[src/rtl/rv_decode_pkg.sv]
// Shared RISC-V decode definitions: opcodes, ALU operation codes and the decoded bundle.
// Immediates are held as 32-bit sign-carrying values and widened to XLEN at the consumer.
package rv_decode_pkg;

    localparam logic [6:0] OPC_LOAD      = 7'b0000011;
    localparam logic [6:0] OPC_OP_IMM    = 7'b0010011;
    localparam logic [6:0] OPC_AUIPC     = 7'b0010111;
    localparam logic [6:0] OPC_OP_IMM_32 = 7'b0011011;
    localparam logic [6:0] OPC_STORE     = 7'b0100011;
    localparam logic [6:0] OPC_OP        = 7'b0110011;
    localparam logic [6:0] OPC_LUI       = 7'b0110111;
    localparam logic [6:0] OPC_OP_32     = 7'b0111011;
    localparam logic [6:0] OPC_BRANCH    = 7'b1100011;
    localparam logic [6:0] OPC_JALR      = 7'b1100111;
    localparam logic [6:0] OPC_JAL       = 7'b1101111;

    localparam logic [6:0] F7_ZERO = 7'b0000000;
    localparam logic [6:0] F7_ALT  = 7'b0100000;
    localparam logic [6:0] F7_MULD = 7'b0000001;

    localparam logic [5:0] ALU_LB   = 6'd0,  ALU_LH    = 6'd1,  ALU_LW    = 6'd2;
    localparam logic [5:0] ALU_LBU  = 6'd3,  ALU_LHU   = 6'd4;
    localparam logic [5:0] ALU_ADDI = 6'd5,  ALU_SLTI  = 6'd6,  ALU_SLTIU = 6'd7;
    localparam logic [5:0] ALU_XORI = 6'd8,  ALU_ORI   = 6'd9,  ALU_ANDI  = 6'd10;
    localparam logic [5:0] ALU_SLLI = 6'd11, ALU_SRLI  = 6'd12, ALU_SRAI  = 6'd13;
    localparam logic [5:0] ALU_AUIPC = 6'd14;
    localparam logic [5:0] ALU_SB   = 6'd15, ALU_SH    = 6'd16, ALU_SW    = 6'd17;
    localparam logic [5:0] ALU_ADD  = 6'd18, ALU_SUB   = 6'd19, ALU_SLL   = 6'd20;
    localparam logic [5:0] ALU_SLT  = 6'd21, ALU_SLTU  = 6'd22, ALU_XOR   = 6'd23;
    localparam logic [5:0] ALU_SRL  = 6'd24, ALU_SRA   = 6'd25, ALU_OR    = 6'd26;
    localparam logic [5:0] ALU_AND  = 6'd27, ALU_LUI   = 6'd28;
    localparam logic [5:0] ALU_BEQ  = 6'd29, ALU_BNE   = 6'd30, ALU_BLT   = 6'd31;
    localparam logic [5:0] ALU_BGE  = 6'd32, ALU_BLTU  = 6'd33, ALU_BGEU  = 6'd34;
    localparam logic [5:0] ALU_JALR = 6'd35, ALU_JAL   = 6'd36, ALU_MUL   = 6'd37;
    localparam logic [5:0] ALU_LD   = 6'd45, ALU_LWU   = 6'd46, ALU_SD    = 6'd47;
    localparam logic [5:0] ALU_ADDIW = 6'd48, ALU_SLLIW = 6'd49, ALU_SRLIW = 6'd50;
    localparam logic [5:0] ALU_SRAIW = 6'd51, ALU_ADDW  = 6'd52, ALU_SUBW  = 6'd53;
    localparam logic [5:0] ALU_SLLW  = 6'd54, ALU_SRLW  = 6'd55, ALU_SRAW  = 6'd56;

    typedef struct packed {
        logic        reg_write;
        logic        mem_to_reg;
        logic        mem_write;
        logic        operand_a;
        logic        operand_b;
        logic        jalr_en;
        logic        jal_en;
        logic        branch_en;
        logic        illegal;
        logic [5:0]  alu_op;
        logic [4:0]  rs1;
        logic [4:0]  rs2;
        logic [4:0]  rd;
        logic [31:0] imm;
    } dec_t;

endpackage

[src/rtl/rv_decode_comb.sv]
// Pure combinational RV32I/RV64I(+M) decode of one instruction into the control bundle.
// No state, no handshake; illegal encodings collapse to a bundle with only the illegal flag set.
module rv_decode_comb
    import rv_decode_pkg::*;
#(
    parameter int XLEN  = 32,
    parameter bit M_EXT = 1'b0
) (
    input  logic [31:0] instr_i,
    output dec_t        dec_o
);

    localparam bit RV64 = (XLEN == 64);

    logic [6:0]  opc;
    logic [2:0]  f3;
    logic [6:0]  f7;
    logic [6:0]  shf;
    logic [31:0] imm_i, imm_s, imm_b, imm_u, imm_j;
    logic        legal;
    dec_t        d;

    assign opc = instr_i[6:0];
    assign f3  = instr_i[14:12];
    assign f7  = instr_i[31:25];
    // RV64 shifts borrow bit 25 as shamt[5], so it is excluded from the func7 match
    assign shf = RV64 ? {instr_i[31:26], 1'b0} : instr_i[31:25];

    assign imm_i = {{20{instr_i[31]}}, instr_i[31:20]};
    assign imm_s = {{20{instr_i[31]}}, instr_i[31:25], instr_i[11:7]};
    assign imm_b = {{19{instr_i[31]}}, instr_i[31], instr_i[7], instr_i[30:25], instr_i[11:8], 1'b0};
    assign imm_u = {instr_i[31:12], 12'b0};
    assign imm_j = {{11{instr_i[31]}}, instr_i[31], instr_i[19:12], instr_i[20], instr_i[30:21], 1'b0};

    always_comb begin
        d     = '0;
        legal = 1'b1;
        case (opc)
            OPC_LOAD: begin
                d.reg_write  = 1'b1;
                d.mem_to_reg = 1'b1;
                d.operand_a  = 1'b1;
                d.imm        = imm_i;
                case (f3)
                    3'd0:    d.alu_op = ALU_LB;
                    3'd1:    d.alu_op = ALU_LH;
                    3'd2:    d.alu_op = ALU_LW;
                    3'd3:    begin d.alu_op = ALU_LD;  legal = RV64; end
                    3'd4:    d.alu_op = ALU_LBU;
                    3'd5:    d.alu_op = ALU_LHU;
                    3'd6:    begin d.alu_op = ALU_LWU; legal = RV64; end
                    default: legal = 1'b0;
                endcase
            end
            OPC_OP_IMM: begin
                d.reg_write = 1'b1;
                d.operand_a = 1'b1;
                d.imm       = imm_i;
                case (f3)
                    3'd0: d.alu_op = ALU_ADDI;
                    3'd1: begin d.alu_op = ALU_SLLI; legal = (shf == F7_ZERO); end
                    3'd2: d.alu_op = ALU_SLTI;
                    3'd3: d.alu_op = ALU_SLTIU;
                    3'd4: d.alu_op = ALU_XORI;
                    3'd5: begin
                        d.alu_op = instr_i[30] ? ALU_SRAI : ALU_SRLI;
                        legal    = (shf == F7_ZERO) || (shf == F7_ALT);
                    end
                    3'd6:    d.alu_op = ALU_ORI;
                    default: d.alu_op = ALU_ANDI;
                endcase
            end
            OPC_AUIPC: begin
                d.reg_write = 1'b1;
                d.operand_a = 1'b1;
                d.operand_b = 1'b1;
                d.imm       = imm_u;
                d.alu_op    = ALU_AUIPC;
            end
            OPC_STORE: begin
                d.mem_write = 1'b1;
                d.operand_a = 1'b1;
                d.imm       = imm_s;
                case (f3)
                    3'd0:    d.alu_op = ALU_SB;
                    3'd1:    d.alu_op = ALU_SH;
                    3'd2:    d.alu_op = ALU_SW;
                    3'd3:    begin d.alu_op = ALU_SD; legal = RV64; end
                    default: legal = 1'b0;
                endcase
            end
            OPC_OP: begin
                d.reg_write = 1'b1;
                case (f7)
                    F7_ZERO: begin
                        case (f3)
                            3'd0:    d.alu_op = ALU_ADD;
                            3'd1:    d.alu_op = ALU_SLL;
                            3'd2:    d.alu_op = ALU_SLT;
                            3'd3:    d.alu_op = ALU_SLTU;
                            3'd4:    d.alu_op = ALU_XOR;
                            3'd5:    d.alu_op = ALU_SRL;
                            3'd6:    d.alu_op = ALU_OR;
                            default: d.alu_op = ALU_AND;
                        endcase
                    end
                    F7_ALT: begin
                        d.alu_op = (f3 == 3'd0) ? ALU_SUB : ALU_SRA;
                        legal    = (f3 == 3'd0) || (f3 == 3'd5);
                    end
                    F7_MULD: begin
                        d.alu_op = ALU_MUL + {3'b0, f3};
                        legal    = M_EXT;
                    end
                    default: legal = 1'b0;
                endcase
            end
            OPC_LUI: begin
                d.reg_write = 1'b1;
                d.operand_a = 1'b1;
                d.imm       = imm_u;
                d.alu_op    = ALU_LUI;
            end
            OPC_BRANCH: begin
                d.branch_en = 1'b1;
                d.imm       = imm_b;
                case (f3)
                    3'd0:    d.alu_op = ALU_BEQ;
                    3'd1:    d.alu_op = ALU_BNE;
                    3'd4:    d.alu_op = ALU_BLT;
                    3'd5:    d.alu_op = ALU_BGE;
                    3'd6:    d.alu_op = ALU_BLTU;
                    3'd7:    d.alu_op = ALU_BGEU;
                    default: legal = 1'b0;
                endcase
            end
            OPC_JALR: begin
                d.reg_write = 1'b1;
                d.operand_a = 1'b1;
                d.jalr_en   = 1'b1;
                d.imm       = imm_i;
                d.alu_op    = ALU_JALR;
                legal       = (f3 == 3'd0);
            end
            OPC_JAL: begin
                d.reg_write = 1'b1;
                d.operand_a = 1'b1;
                d.operand_b = 1'b1;
                d.jal_en    = 1'b1;
                d.imm       = imm_j;
                d.alu_op    = ALU_JAL;
            end
            OPC_OP_IMM_32: begin
                d.reg_write = 1'b1;
                d.operand_a = 1'b1;
                d.imm       = imm_i;
                case ({f7, f3})
                    {F7_ZERO, 3'd1}: d.alu_op = ALU_SLLIW;
                    {F7_ZERO, 3'd5}: d.alu_op = ALU_SRLIW;
                    {F7_ALT,  3'd5}: d.alu_op = ALU_SRAIW;
                    default: begin
                        d.alu_op = ALU_ADDIW;
                        legal    = (f3 == 3'd0);
                    end
                endcase
                legal = legal && RV64;
            end
            OPC_OP_32: begin
                d.reg_write = 1'b1;
                case ({f7, f3})
                    {F7_ZERO, 3'd0}: d.alu_op = ALU_ADDW;
                    {F7_ALT,  3'd0}: d.alu_op = ALU_SUBW;
                    {F7_ZERO, 3'd1}: d.alu_op = ALU_SLLW;
                    {F7_ZERO, 3'd5}: d.alu_op = ALU_SRLW;
                    {F7_ALT,  3'd5}: d.alu_op = ALU_SRAW;
                    default:         legal = 1'b0;
                endcase
                legal = legal && RV64;
            end
            default: legal = 1'b0;
        endcase

        if (!legal) begin
            d         = '0;
            d.illegal = 1'b1;
        end
        d.rs1 = instr_i[19:15];
        d.rs2 = instr_i[24:20];
        d.rd  = d.reg_write ? instr_i[11:7] : 5'd0;
    end

    assign dec_o = d;

endmodule

[src/rtl/decode_pipe.sv]
// Registered RISC-V decoder between fetch and execute, holding results in a two-entry skid buffer.
// Latency one cycle; in_ready depends only on buffer occupancy and rst, never on out_ready.
module decode_pipe
    import rv_decode_pkg::*;
#(
    parameter int XLEN  = 32,
    parameter int M_EXT = 0
) (
    input  logic            clk,
    input  logic            rst,
    input  logic            flush,
    input  logic            in_valid,
    output logic            in_ready,
    input  logic [31:0]     in_instr,
    input  logic [XLEN-1:0] in_pc,
    output logic            out_valid,
    input  logic            out_ready,
    output logic [XLEN-1:0] out_pc,
    output logic [XLEN-1:0] out_imm,
    output logic [4:0]      out_rs1,
    output logic [4:0]      out_rs2,
    output logic [4:0]      out_rd,
    output logic [5:0]      out_aluOP,
    output logic            out_regWrite,
    output logic            out_memToReg,
    output logic            out_memWrite,
    output logic            out_operandA,
    output logic            out_operandB,
    output logic            out_jalrEN,
    output logic            out_jalEN,
    output logic            out_branchEN,
    output logic            out_illegal
);

    dec_t            dec;
    dec_t            ent_q [2];
    logic [XLEN-1:0] pc_q  [2];
    logic            head_q, head_d;
    logic            tail_q, tail_d;
    logic [1:0]      cnt_q,  cnt_d;
    logic            push, pop;
    dec_t            hd;

    rv_decode_comb #(
        .XLEN  (XLEN),
        .M_EXT (M_EXT != 0)
    ) u_dec (
        .instr_i (in_instr),
        .dec_o   (dec)
    );

    assign in_ready  = ~cnt_q[1] & ~rst;
    assign out_valid = |cnt_q;
    assign push      = in_valid & in_ready & ~flush;
    assign pop       = out_valid & out_ready;

    always_comb begin
        cnt_d  = cnt_q;
        head_d = head_q;
        tail_d = tail_q;
        if (flush) begin
            cnt_d  = 2'd0;
            head_d = 1'b0;
            tail_d = 1'b0;
        end else begin
            if (push) tail_d = ~tail_q;
            if (pop)  head_d = ~head_q;
            case ({push, pop})
                2'b10:   cnt_d = cnt_q + 2'd1;
                2'b01:   cnt_d = cnt_q - 2'd1;
                default: cnt_d = cnt_q;
            endcase
        end
    end

    // Entries are cleared only by reset so every out_* field reads 0 afterwards
    always_ff @(posedge clk) begin
        if (rst) begin
            cnt_q  <= 2'd0;
            head_q <= 1'b0;
            tail_q <= 1'b0;
            for (int k = 0; k < 2; k++) begin
                ent_q[k] <= '0;
                pc_q[k]  <= '0;
            end
        end else begin
            cnt_q  <= cnt_d;
            head_q <= head_d;
            tail_q <= tail_d;
            if (push) begin
                ent_q[tail_q] <= dec;
                pc_q[tail_q]  <= in_pc;
            end
        end
    end

    assign hd           = ent_q[head_q];
    assign out_pc       = pc_q[head_q];
    assign out_imm      = XLEN'($signed(hd.imm));
    assign out_rs1      = hd.rs1;
    assign out_rs2      = hd.rs2;
    assign out_rd       = hd.rd;
    assign out_aluOP    = hd.alu_op;
    assign out_regWrite = hd.reg_write;
    assign out_memToReg = hd.mem_to_reg;
    assign out_memWrite = hd.mem_write;
    assign out_operandA = hd.operand_a;
    assign out_operandB = hd.operand_b;
    assign out_jalrEN   = hd.jalr_en;
    assign out_jalEN    = hd.jal_en;
    assign out_branchEN = hd.branch_en;
    assign out_illegal  = hd.illegal;

endmodule

[config.mk]
export PLATFORM = sky130hd
export DESIGN_NAME = decode_pipe
export DESIGN_NICKNAME = d
export VERILOG_FILES = /design/src/rtl/rv_decode_pkg.sv /design/src/rtl/rv_decode_comb.sv /design/src/rtl/decode_pipe.sv
export SDC_FILE = /design/constraint.sdc
export NUM_CORES = 1
export LEC_CHECK = 0
export BUFFER_PORTS_ARGS = -buffer_cell sky130_fd_sc_hd__buf_2
export CAP_MARGIN = 15
export CORE_ASPECT_RATIO = 1.25
export CORE_MARGIN = 1.5
export CORE_UTILIZATION = 47
export CTS_BUF_LIST = sky130_fd_sc_hd__clkbuf_8
export DETAILED_ROUTE_END_ITERATION = 7
export PLACE_DENSITY = 0.68
export SLEW_MARGIN = 0
export SYNTH_ARGS = -nofsm -noshare
export SYNTH_HDL_FRONTEND = slang
export SYNTH_HIERARCHICAL = 1
export SYNTH_SLANG_ARGS = --single-unit
[constraint.sdc]
create_clock -name clk -period 10.7 [get_ports clk]
set_clock_uncertainty 0.1 [all_clocks]
set_input_delay 2.14 -clock clk [delete_from_list [all_inputs] [get_ports clk]]
set_output_delay 2.14 -clock clk [all_outputs]
set_load 0.02 [all_outputs]
Yosys cells after proc, flatten, opt, wreduce, memory -nomap -nowiden
Memories as Yosys holds them, arrays and structs flattened. A register that Yosys moved wholly into a read port is not among the register bits.
Cells that the tools add are included.
- add/subtract/negate cells: 3
- eq/ne operators: 26
- muxes and demuxes: 44
- bitwise logic cells: 9
- reduce and logical (&&, ||, !) cells: 19
- operators with widths (operator ; count):
    case mux 32 bit (5 select lines) ; 1
    2-to-1 mux 62 bit ; 2
    case mux 6 bit (6 select lines) ; 2
    case mux 6 bit (11 select lines) ; 1
    OR reduction 62 bit ; 1
    case mux 6 bit (7 select lines) ; 1
    equality test 7 x 6 -> 1 bit, second input constant ; 5
    2-to-1 mux 32 bit ; 1
    OR reduction 32 bit ; 1
    case mux 6 bit (5 select lines) ; 1
    case mux 4 bit (7 select lines) ; 1
    2-to-1 mux 1 bit ; 25
    case mux 6 bit (4 select lines) ; 1
    equality test 7 x 5 -> 1 bit, second input constant ; 3
    equality test 7 bit, second input constant ; 3
    equality test 10 x 9 -> 1 bit, second input constant ; 2
    case mux 6 bit (3 select lines) ; 1
    equality test 3 bit, second input constant ; 4
    equality test 10 x 1 -> 1 bit, second input constant ; 1
    equality test 10 x 3 -> 1 bit, second input constant ; 1
    zero test 10 bit ; 1
    OR reduction 9 bit ; 1
    OR reduction 2 bit ; 4
    OR reduction 8 bit ; 1
    25 further kinds ; 36
- flip-flop bits (word level): 4
- memory bits (writable): 188
- bits of input ports: 69
- output and inout bits: 96
- word-level logic and storage cells: 106
- memories: 2
- memory list (name ; depth ; width ; read ports ; clocked after memory_dff ; wr ports ; line ; source):
    ent_q ; 2 ; 62 ; 1 ; 1 ; 2 ; decode_pipe.sv:36 ; dec_t ent_q [2];
    pc_q ; 2 ; 32 ; 1 ; 1 ; 2 ; decode_pipe.sv:37 ; logic [XLEN-1:0] pc_q [2];

Longest topological paths before layout
Gate-level depths: netlist of run 1.
- word-level depth: 9
- depth in mapped cells: 12
- mapped depth without buffers: 9

By module
The synthesis of run 1 kept the hierarchy.
- by module, submodules not included (module ; instances ; cells an instance ; area each (um^2) ; sequential area each (um^2)):
    decode_pipe ; 1 ; 550 ; 8484.4 ; 5745.5
    rv_decode_comb ; 1 ; 301 ; 1814.2 ; 0.0

Least setup slack after synthesis of run 1
OpenSTA, ideal clock, no wires.
- path type: input to output
- from: input rst
- to: output in_ready
- data arrival time: 2620 ps
- data required time: 8460 ps
- setup slack: 5840 ps
- stages on the path: 2
- buffers on the path: 1
- path through: buf_2 nor2_1
- longest elaborated chain between the ends: 2
- ends and longest elaborated chain (what ; line ; source):
    start: declaration ; decode_pipe.sv:10 ; input logic rst,
    NOT 1 bit ; decode_pipe.sv:52 ; assign in_ready = ~cnt_q[1] & ~rst;
    bitwise AND 1 bit ; decode_pipe.sv:52 ;
    end: declaration ; decode_pipe.sv:13 ; output logic in_ready,
Every way passes these cells.

Final worst setup path of run 1
Same ends and word-level chain as after synthesis.

==> results.toml, run 1 <==
[grt]
grtUsageMet2_pct = 38.4
antenna_found_initial = 0
use_met3_pct = 3.71
grt_max_degree = 119
grt-busiest-layer = "met2"
grt_usage_pct = 22.1
overflow = 0
grt_pass1_vias = 7022
grt_pass1_wl_mm = 38.7
gr-usage-met1_pct = 28.3

[setup_path]
crit_required_ns = 8.46
arrival_ns = 2.65
r2r_cells = 4
crit_type = "in -> out"
critPathMaxFanout = 9
timing.rr.end = "pc_q[1][6]"
worstSetupEndpointType = "output port"
worstSetupStartpointType = "input pin"
r2r-start = "tail_q"
rrSetupSlack_ns = 7.58

[drt]
drtIter0Drc = 469
via_count = 7206
firstDrtPassIters = 7
ant_nets = 0
routedWlPerCell_um = 20.5
viasPerCell = 5.78
drcViolationCount = 0
drt_wl_total_mm = 25.6

[die]
die_h_um = 169
row_count = 60
die_area_um2 = 22800
core_um2 = 21500
die_w_um = 135
initial_core_util_pct = 47.8
num_io_pins = 165

[sta]
setup_ws_ns = 5.81
slew_viol_final = 0
fmax_ghz = 0.204
rsz0062_at_grt = "false"
relSlewSlack_pct = 34.5
period_needed_ns = 4.89
worst_slew_pin_slew_ns = 0.983
hold_viol = 0
fin_tns_setup_ns = 0
finalCritPeriodShare_pct = 45.7
finalSetupViolations = 0

[yosys]
avgSynthCellArea_um2 = 12.1
synth-edff-count = 188
synthCells = 851
yosys.cell_types.count = 64
ys_async_sr_fraction_pct = 0
synth_area_um2 = 10300
yosys_register_bits = 193
yosysWarnings = 6
synth_nets = 928
yosysSeqAreaShare_pct = 55.8
ys.flop_type = "edfxtp_1"

[cts]
cts-root-buf = "clkbuf_8"
clock_sinks = 193
clockBufferDepth = 2
numCtsBuffers = 17
post_cts_resized = 0
cts_tree = "built"
holdBufCountCts = 0
clkTransAtPathRegs_ns = 0.10
clk_latency_ns = 0.45
post-cts-setup-buffer-count = 0
htree_levels = 4

[cells_and_area]
layout.nets = 1031
layout_commonest_cell = "and3_1"
area_growth_pct = 10.6
diodes = 0
fillers = 1915
mostFrequentLayoutCells = "and3_1, edfxtp_1, buf_2, mux2_2, nand2_1"
design_area_um2 = 11400
layout-drive-gt1-share_pct = 34.3

[placement]
postPlaceCellArea_um2 = 11000
pre_cts_ws_ns = 5.51
io_buffers = 164
dp_hpwl_mm = 16.0
place_congestion = 0.922

[pwr]
total_power_mw = 1.53
p_leak_nw = 4.94
power.density_nw_per_um2 = 135
vdd_drop_max_mv = 0.0756

[hold_path]
hold_class = "reg -> reg"
min_path_cells = 2
min-delay-start = "head_q"

[run_status]
outcome = "completed"

[run]
maxCapViolCount = 0
==> kinds of logic (layout without fill, tap and decap cells) <==
family,count (synthesis),in the layout,share of synthesized area (%)
simple gates,346,346,19.6
flops,193,193,55.8
compound gates,109,109,7.05
fa+ha+maj,8,8,0.972
buf+inv,95,211,5.77
mux,96,96,10.5
xor+xnor,4,4,0.340
==> routing by layer <==
metal | routed length (µm) | vias up | share of wire [%]
met4 | 498 | 0 | 1.9
met5 | 0 | - | 0
met2 | 13100 | 221 | 51
met1 | 10800 | 3556 | 42
li1 | - | 3403 | -
met3 | 1180 | 26 | 4.6
==> cell usage after synthesis, types with 3 or more instances <==
library cell | instances | area (µm²)
and3_1 | 189 | 1180
edfxtp_1 | 188 | 5650
mux2_2 | 94 | 1060
nand2_1 | 44 | 165
clkbuf_1 | 34 | 128
nor2_1 | 33 | 124
a21oi_1 | 29 | 145
o21ai_0 | 21 | 105
buf_6 | 19 | 214
a21oi_2 | 15 | 131
buf_4 | 14 | 105
buf_2 | 13 | 65.1
nor3_1 | 13 | 65.1
nand2b_1 | 11 | 68.8
ha_1 | 8 | 100
nor2b_1 | 8 | 50.1
a22oi_1 | 7 | 52.6
inv_1 | 7 | 26.3
a211oi_1 | 6 | 45.0
clkbuf_2 | 6 | 30.0
nor2_2 | 6 | 37.5
a31oi_1 | 5 | 31.3
dfxtp_1 | 5 | 100
nor4_1 | 5 | 31.3
or3_1 | 5 | 31.3
a21o_1 | 4 | 30.0
nand4_1 | 4 | 25.0
o211ai_1 | 4 | 30.0
a2111oi_0 | 3 | 26.3
nand3b_1 | 3 | 22.5
or2_2 | 3 | 18.8
xnor2_1 | 3 | 26.3
==> state kept, by name (all words and copies together) (netlist names), named ones only <==
name	count
cnt_q	2
ent_q	124
head_q	1
pc_q	64
tail_q	1
==> worst max-delay path: stages <==
cell and delay, ns:
buf_2 0.17, nor2_1 0.14, buf_2 0.19
==> metrics by stage <==
step / hold WS [ns] / std cells / utilization [%]
2_1_floorplan: 0.418 / 851 / -
6_report: 0.452 / 1246 / 52.9
3_5_place_dp: 0.428 / 1213 / 51.0
4_1_cts: 0.452 / 1245 / 52.8
5_1_grt: 0.475 / 1246 / 52.9
3_3_place_gp: 0.433 / 1213 / 51.0
==> where the power goes <==
group	switching (mW)	internal, mW
logic	0.129	0.0617
clock network	0.275	0.192
registers	0.00897	0.866
==> worst max path at each step <==
stage	cells after the start	slack, ns	from	endpoint
after floorplan	2	5.84	rst	in_ready
after global placement	10	5.63	in_instr[12]	ent_q[0][61]
after detailed placement	10	5.51	in_instr[12]	ent_q[1][61]
after CTS	3	5.80	rst	in_ready
after global routing	10	5.70	in_instr[12]	ent_q[1][61]
final	3	5.81	rst	in_ready
==> cell type report <==
| type | count | area [µm²] | area share, % |
|---|---|---|---|
| multi-input cells | 563 | 3990 | 35.0 |
| inverters | 8 | 32.5 | 0.286 |
| clock buffers | 17 | 234 | 2.05 |
| clock inverters | 15 | 150 | 1.32 |
| well taps | 279 | 349 | 3.07 |
| flip-flops and latches | 193 | 5750 | 50.5 |
| repair buffers | 171 | 886 | 7.78 |
Note: power is estimated with default switching activity, not from simulation.
==> run 2: changes to the inputs <==
Clock period 10.7 ns to 4.9 ns, I/O delays scaled along.
==> run 2 against run 1 <==
  * Largest cell class unchanged
  * Highest routed layer unchanged
  * Combinational power rose by 120%
  * Die area stayed put
  * Sequential power up 120%
  * Routed wire length up 0.41%
  * Final area rose by 0.57%
  * Largest power group unchanged
  * First-iteration DRC count increased by 32%
  * Hold slack improved by 0.010 ns
  * Non-clock buffer count is 8 higher
  * Clock power rose by 120%
==> results.toml, run 2 (synthesis gave the netlist of run 1 again) <==
[grt]
antenna_found_initial = 2
grt_max_degree = 123
grt_pass1_wl_mm = 39.0
grt_usage_pct = 22.4
overflow = 0
grt_pass1_vias = 7148

[drt]
ant_nets = 0
firstDrtPassIters = 5
drtIter0Drc = 619
drt_wl_total_mm = 25.7
routedWlPerCell_um = 20.5
via_count = 7269
viasPerCell = 5.79
drcViolationCount = 0

[die]
initial_core_util_pct = 47.8
num_io_pins = 165
die_h_um = 169
core_um2 = 21500
row_count = 60
die_w_um = 135
die_area_um2 = 22800

[cts]
clock_sinks = 193
post-cts-setup-buffer-count = 0
holdBufCountCts = 0
clk_latency_ns = 0.46
cts_tree = "built"
numCtsBuffers = 17
post_cts_resized = 0
htree_levels = 4
cts-root-buf = "clkbuf_8"
clkTransAtPathRegs_ns = 0.11
clockBufferDepth = 2

[cells_and_area]
reg_top3 = "ent_q x124, pc_q x64, cnt_q x2"
top_register = "ent_q"
area_growth_pct = 11.2
design_area_um2 = 11500
layout.nets = 1039
largest_reg_flops = 124
mostFrequentLayoutCells = "and3_1, edfxtp_1, buf_2, mux2_2, nand2_1"
fillers = 1920
seqCellArea_um2 = 5750
layout-drive-gt1-share_pct = 35.2
multiInputGateArea_um2 = 3990
layout_commonest_cell = "and3_1"

[hold_path]
min-delay-start = "head_q"
min_path_cells = 2
hold_class = "reg -> reg"

[placement]
postPlaceCellArea_um2 = 11100
dp_hpwl_mm = 16.3
place_congestion = 0.907
io_buffers = 164

[setup_path]
cp_slowest_cell = "a2111oi_0"
slowest_delay_ns = 0.62
worstSetupEndpointType = "flip-flop"
crit_required_ns = 5.02
path_cells = "buf_2, ha_1, ha_1, a2111oi_0, o21ai_0, o211ai_1, nand4_2, inv_4, and2b_2, and3_1"
critPathMaxFanout = 46
crit_top_cell = "ha_1"
rrSetupSlack_ns = 2.70
path_delay_family = "compound AO/OA/AOI/OAI gates"
r2r_cells = 3
timing.rr.end = "ent_q[1][34]"
r2r-start = "tail_q"
cp_num_buf_inv = 2
worstSetupStartpointType = "input pin"
arrival_ns = 3.66
crit_type = "in -> reg"

[pwr]
power.density_nw_per_um2 = 292
p_leak_nw = 4.98
vdd_drop_max_mv = 0.161

[run_status]
outcome = "completed"

[sta]
fin_worst_hold_slack_ns = 0.462
worst_slew_pin_slew_ns = 0.962
hold_viol = 0
finalSetupViolations = 0
period_needed_ns = 3.53
fin_tns_setup_ns = 0
relSlewSlack_pct = 35.9
slew_viol_final = 0
rsz0062_at_grt = "false"
finalCritPeriodShare_pct = 72.1
fmax_ghz = 0.283

[run]
maxCapViolCount = 0
-- run 2: final cells by class --
| class | instances | share of cell area (%) |
|---|---|---|
| Clock inverter | 15 | 1.44 |
| Timing Repair Buffer | 179 | 8.15 |
| Inverter | 8 | 0.284 |
| Tap cell | 279 | 3.05 |
| Sequential cell | 193 | 50.2 |
| Clock buffer | 17 | 2.04 |
| Multi-Input combinational cell | 563 | 34.8 |
| Antenna cell | 1 | 0.0219 |
-- run 2: how the worst max path moves through the flow --
| stage | start | end | slack, ns | cells after the start |
|---|---|---|---|---|
| floorplan | in_valid | ent_q[0][0] | 1.23 | 2 |
| global placement | in_instr[12] | ent_q[0][61] | 0.94 | 10 |
| detailed placement | in_instr[12] | ent_q[1][61] | 0.88 | 10 |
| CTS | flip-flop | out_pc[2] | 1.33 | 3 |
| global route | in_instr[12] | ent_q[0][61] | 1.08 | 11 |
| finish | in_instr[12] | ent_q[1][61] | 1.37 | 10 |
-- run 2: tightest hold or removal path, delay by kind of cell, from the launching register on --
kind	cells	cell delay, ns
xor gates and xnor gates	1	0.14
DFF	1	0.35
and+or+nand+nor	1	0.04
-- run 2: per-stage QoR --
step                utilization (%)  std cells  power [mW]  setup WS (ns)
floorplan                         -        851        2.23           1.23
global placement               51.3       1222        2.37          0.936
detailed placement             51.3       1222        2.37          0.882
CTS                            53.1       1254        3.39           1.33
global route                   53.2       1255        3.47           1.08
finish                         53.2       1255        3.35           1.37
-- run 2: routing by layer --
metal	vias to the layer above	routed length, µm	global-route usage [%]
li1	3414	-	-
met1	3557	10400	28.1
met2	256	13100	38.3
met3	42	1420	3.92
met4	0	764	8.74
met5	-	0	0
-- run 2: report_power, final --
group          internal (mW)  switching, mW  total, mW  leakage, nW
registers               1.89         0.0206       1.91         2.00
logic                  0.137          0.282      0.419         2.78
clock network          0.386          0.632       1.02        0.202
==> run 3: changes to the inputs <==
Settings changed: ABC_AREA set to 1.
Clock period 4.9 ns to 3.6 ns, I/O delays scaled along.
==> run 3 against run 2 <==
  * Final cell count increased by 18%
  * Register-to-register slack got worse by 1.0 ns
  * Combinational power increased by 25%
  * Area after synthesis increased by 1.0%
  * Critical path depth decreased by 7
  * Routed wire length decreased by 4.2%
==> results.toml, run 3 <==
[sta]
worst_slew_pin_slew_ns = 0.642
relSlewSlack_pct = 57.2
finalSetupViolations = 0
hold_viol = 0
period_needed_ns = 2.87
slew_viol_final = 0
finalCritPeriodShare_pct = 79.8
fmax_ghz = 0.348
fin_tns_setup_ns = 0
rsz0062_at_grt = "false"

[setup_path]
crit_required_ns = 2.78
cp_num_buf_inv = 2
critPathMaxFanout = 33
cp_slowest_cell = "dfxtp_4"
arrival_ns = 2.05
crit_type = "reg -> out"
worstSetupStartpointType = "flip-flop"
path_delay_family = "flip-flops"
path_cells = "buf_4, mux2_2, buf_2"
slowest_delay_ns = 0.68
worstSetupEndpointType = "output port"

[die]
num_io_pins = 165
row_count = 60
core_um2 = 21600
die_area_um2 = 23000
die_w_um = 136
die_h_um = 169
initial_core_util_pct = 48.1

[cells_and_area]
top_register = "ent_q"
reg_top3 = "ent_q x124, pc_q x64, cnt_q x2"
layout-drive-gt1-share_pct = 34.2
layout_commonest_cell = "nor2_1"
area_growth_pct = 13.4
fillers = 1988
layout.nets = 1259
mostFrequentLayoutCells = "nor2_1, edfxtp_1, inv_1, buf_2, nand2_1"
largest_reg_flops = 124

[drt]
viasPerCell = 5.02
ant_nets = 0
firstDrtPassIters = 6
drcViolationCount = 0
drt_wl_total_mm = 24.6
drtIter0Drc = 480
routedWlPerCell_um = 16.7
via_count = 7402

[cts]
clockBufferDepth = 2
cts-root-buf = "clkbuf_8"
post-cts-setup-buffer-count = 0
clock_sinks = 193
clk_latency_ns = 0.47
htree_levels = 4
holdBufCountCts = 0
post_cts_resized = 0
cts_tree = "built"
numCtsBuffers = 17
clkTransAtPathRegs_ns = 0.10

[pwr]
vdd_drop_max_mv = 0.217
seqPwrFrac_pct = 56.0
total_power_mw = 4.61
p_leak_nw = 5.08
p_sw_share_pct = 25.7
power_switching_mw = 1.19
p_clk_share_pct = 32.7
power.density_nw_per_um2 = 391
p_int_mw = 3.43
pwr-share-comb_pct = 11.3

[yosys]
ys.flop_type = "edfxtp_1"
yosys.cell_types.count = 30
synthCells = 1034
synth_commonest_cells = "nor2_1, edfxtp_1, inv_1, nand2_1, mux2_2"
yosysSeqAreaShare_pct = 55.2
synth_area_um2 = 10400
synth.area.top_cells = "edfxtp_1, mux2_2, nor2_1"
yosys_register_bits = 193
synth_top_area_share_pct = 54.3
synth-edff-count = 188
avgSynthCellArea_um2 = 10.1
yosysMostFrequentCell = "nor2_1"
yosysWarnings = 6
synth_nets = 1111
synth_top_cell_by_area = "edfxtp_1"
ys_async_sr_fraction_pct = 0

[run_status]
outcome = "completed"

[grt]
antenna_found_initial = 1
grt_usage_pct = 21.8
grt_pass1_wl_mm = 37.9
grt_max_degree = 95
grt_pass1_vias = 7369
overflow = 0

[placement]
dp_hpwl_mm = 16.8
io_buffers = 164
place_congestion = 0.932

[run]
maxCapViolCount = 0

[hold_path]
hold_class = "reg -> reg"
## run 3: cell types whose count changed after synthesis, sizes merged, moves of 11 or more
| cell | change |
|---|---|
| o21ai | -12 |
| nor2b | -11 |
| clkbuf | -38 |
| a21oi | -29 |
| and3 | -189 |
| nor2 | +274 |
| inv | +162 |
| nand2b | -11 |
| nand3 | +27 |
| nand2 | +84 |
## run 3: worst paths after layout
| check | startpoint | endpoint | slack, ns | cells past startpoint |
|---|---|---|---|---|
| max | flip-flop | out_pc[7] | 0.73 | 3 |
| min | head_q | head_q | 0.40 | 2 |
| max reg2reg | cnt_q[1] | pc_q[0][4] | 1.69 | 6 |
| min reg2reg | head_q | head_q | 0.40 | 2 |
## run 3: worst register-to-register path, cell delays in order (launching register included)
cell and delay [ns]:
dfxtp_1 0.36, inv_1 0.14, nand3_4 0.11, inv_4 0.09, nand2_4 0.06, nand2_4 0.33, buf_4 0.39
## run 3: cell type report
class	instances	area (µm²)	area share (%)
Timing Repair Buffer	175	966	8.18
Inverter	171	647	5.48
Antenna cell	1	2.50	0.0212
Tap cell	279	349	2.96
Clock buffer	17	234	1.98
Sequential cell	193	5750	48.7
Multi-Input combinational cell	624	3670	31.1
Clock inverter	15	181	1.54
## run 3: stage by stage
| step | utilization, % | cell area [µm²] | hold WS (ns) | std cells | worst slack, ns |
|---|---|---|---|---|---|
| after floorplan | - | 10400 | 0.365 | 1034 | 0.545 |
| after global placement | 52.7 | 11400 | 0.376 | 1442 | 0.337 |
| after detailed placement | 52.7 | 11400 | 0.387 | 1442 | 0.343 |
| after CTS | 54.6 | 11800 | 0.409 | 1474 | 0.641 |
| after global routing | 54.6 | 11800 | 0.436 | 1475 | 0.585 |
| final | 54.6 | 11800 | 0.405 | 1475 | 0.727 |
## run 3: cell families (layout without fill, tap and decap cells)
| kind of cell | Yosys count | count (layout) | synth area share [%] |
|---|---|---|---|
| AO/OA/AOI/OAI | 30 | 30 | 1.58 |
| AND/OR/NAND/NOR | 492 | 492 | 22.4 |
| other | 0 | 1 | 0 |
| adder cells (fa/ha/maj) | 8 | 8 | 0.962 |
| buffers and inverters | 217 | 378 | 9.64 |
| multiplexers | 94 | 94 | 10.2 |
| flip-flops | 193 | 193 | 55.2 |
## run 3: power groups by stage
stage | registers (mW) | logic [mW] | clock network, mW
6_report | 2.58 | 0.522 | 1.51
5_1_grt | 2.59 | 0.564 | 1.62
4_1_cts | 2.58 | 0.526 | 1.54
3_5_place_dp | 2.64 | 0.523 | 0
3_3_place_gp | 2.63 | 0.525 | 0
2_1_floorplan | 2.63 | 0.339 | 0
## run 3: layer usage
metal  wire (µm)  global-route usage, %
met3        1190                   3.61
met4         795                   9.76
met1       10200                   26.8
met5           0                      0
met2       12400                   37.6
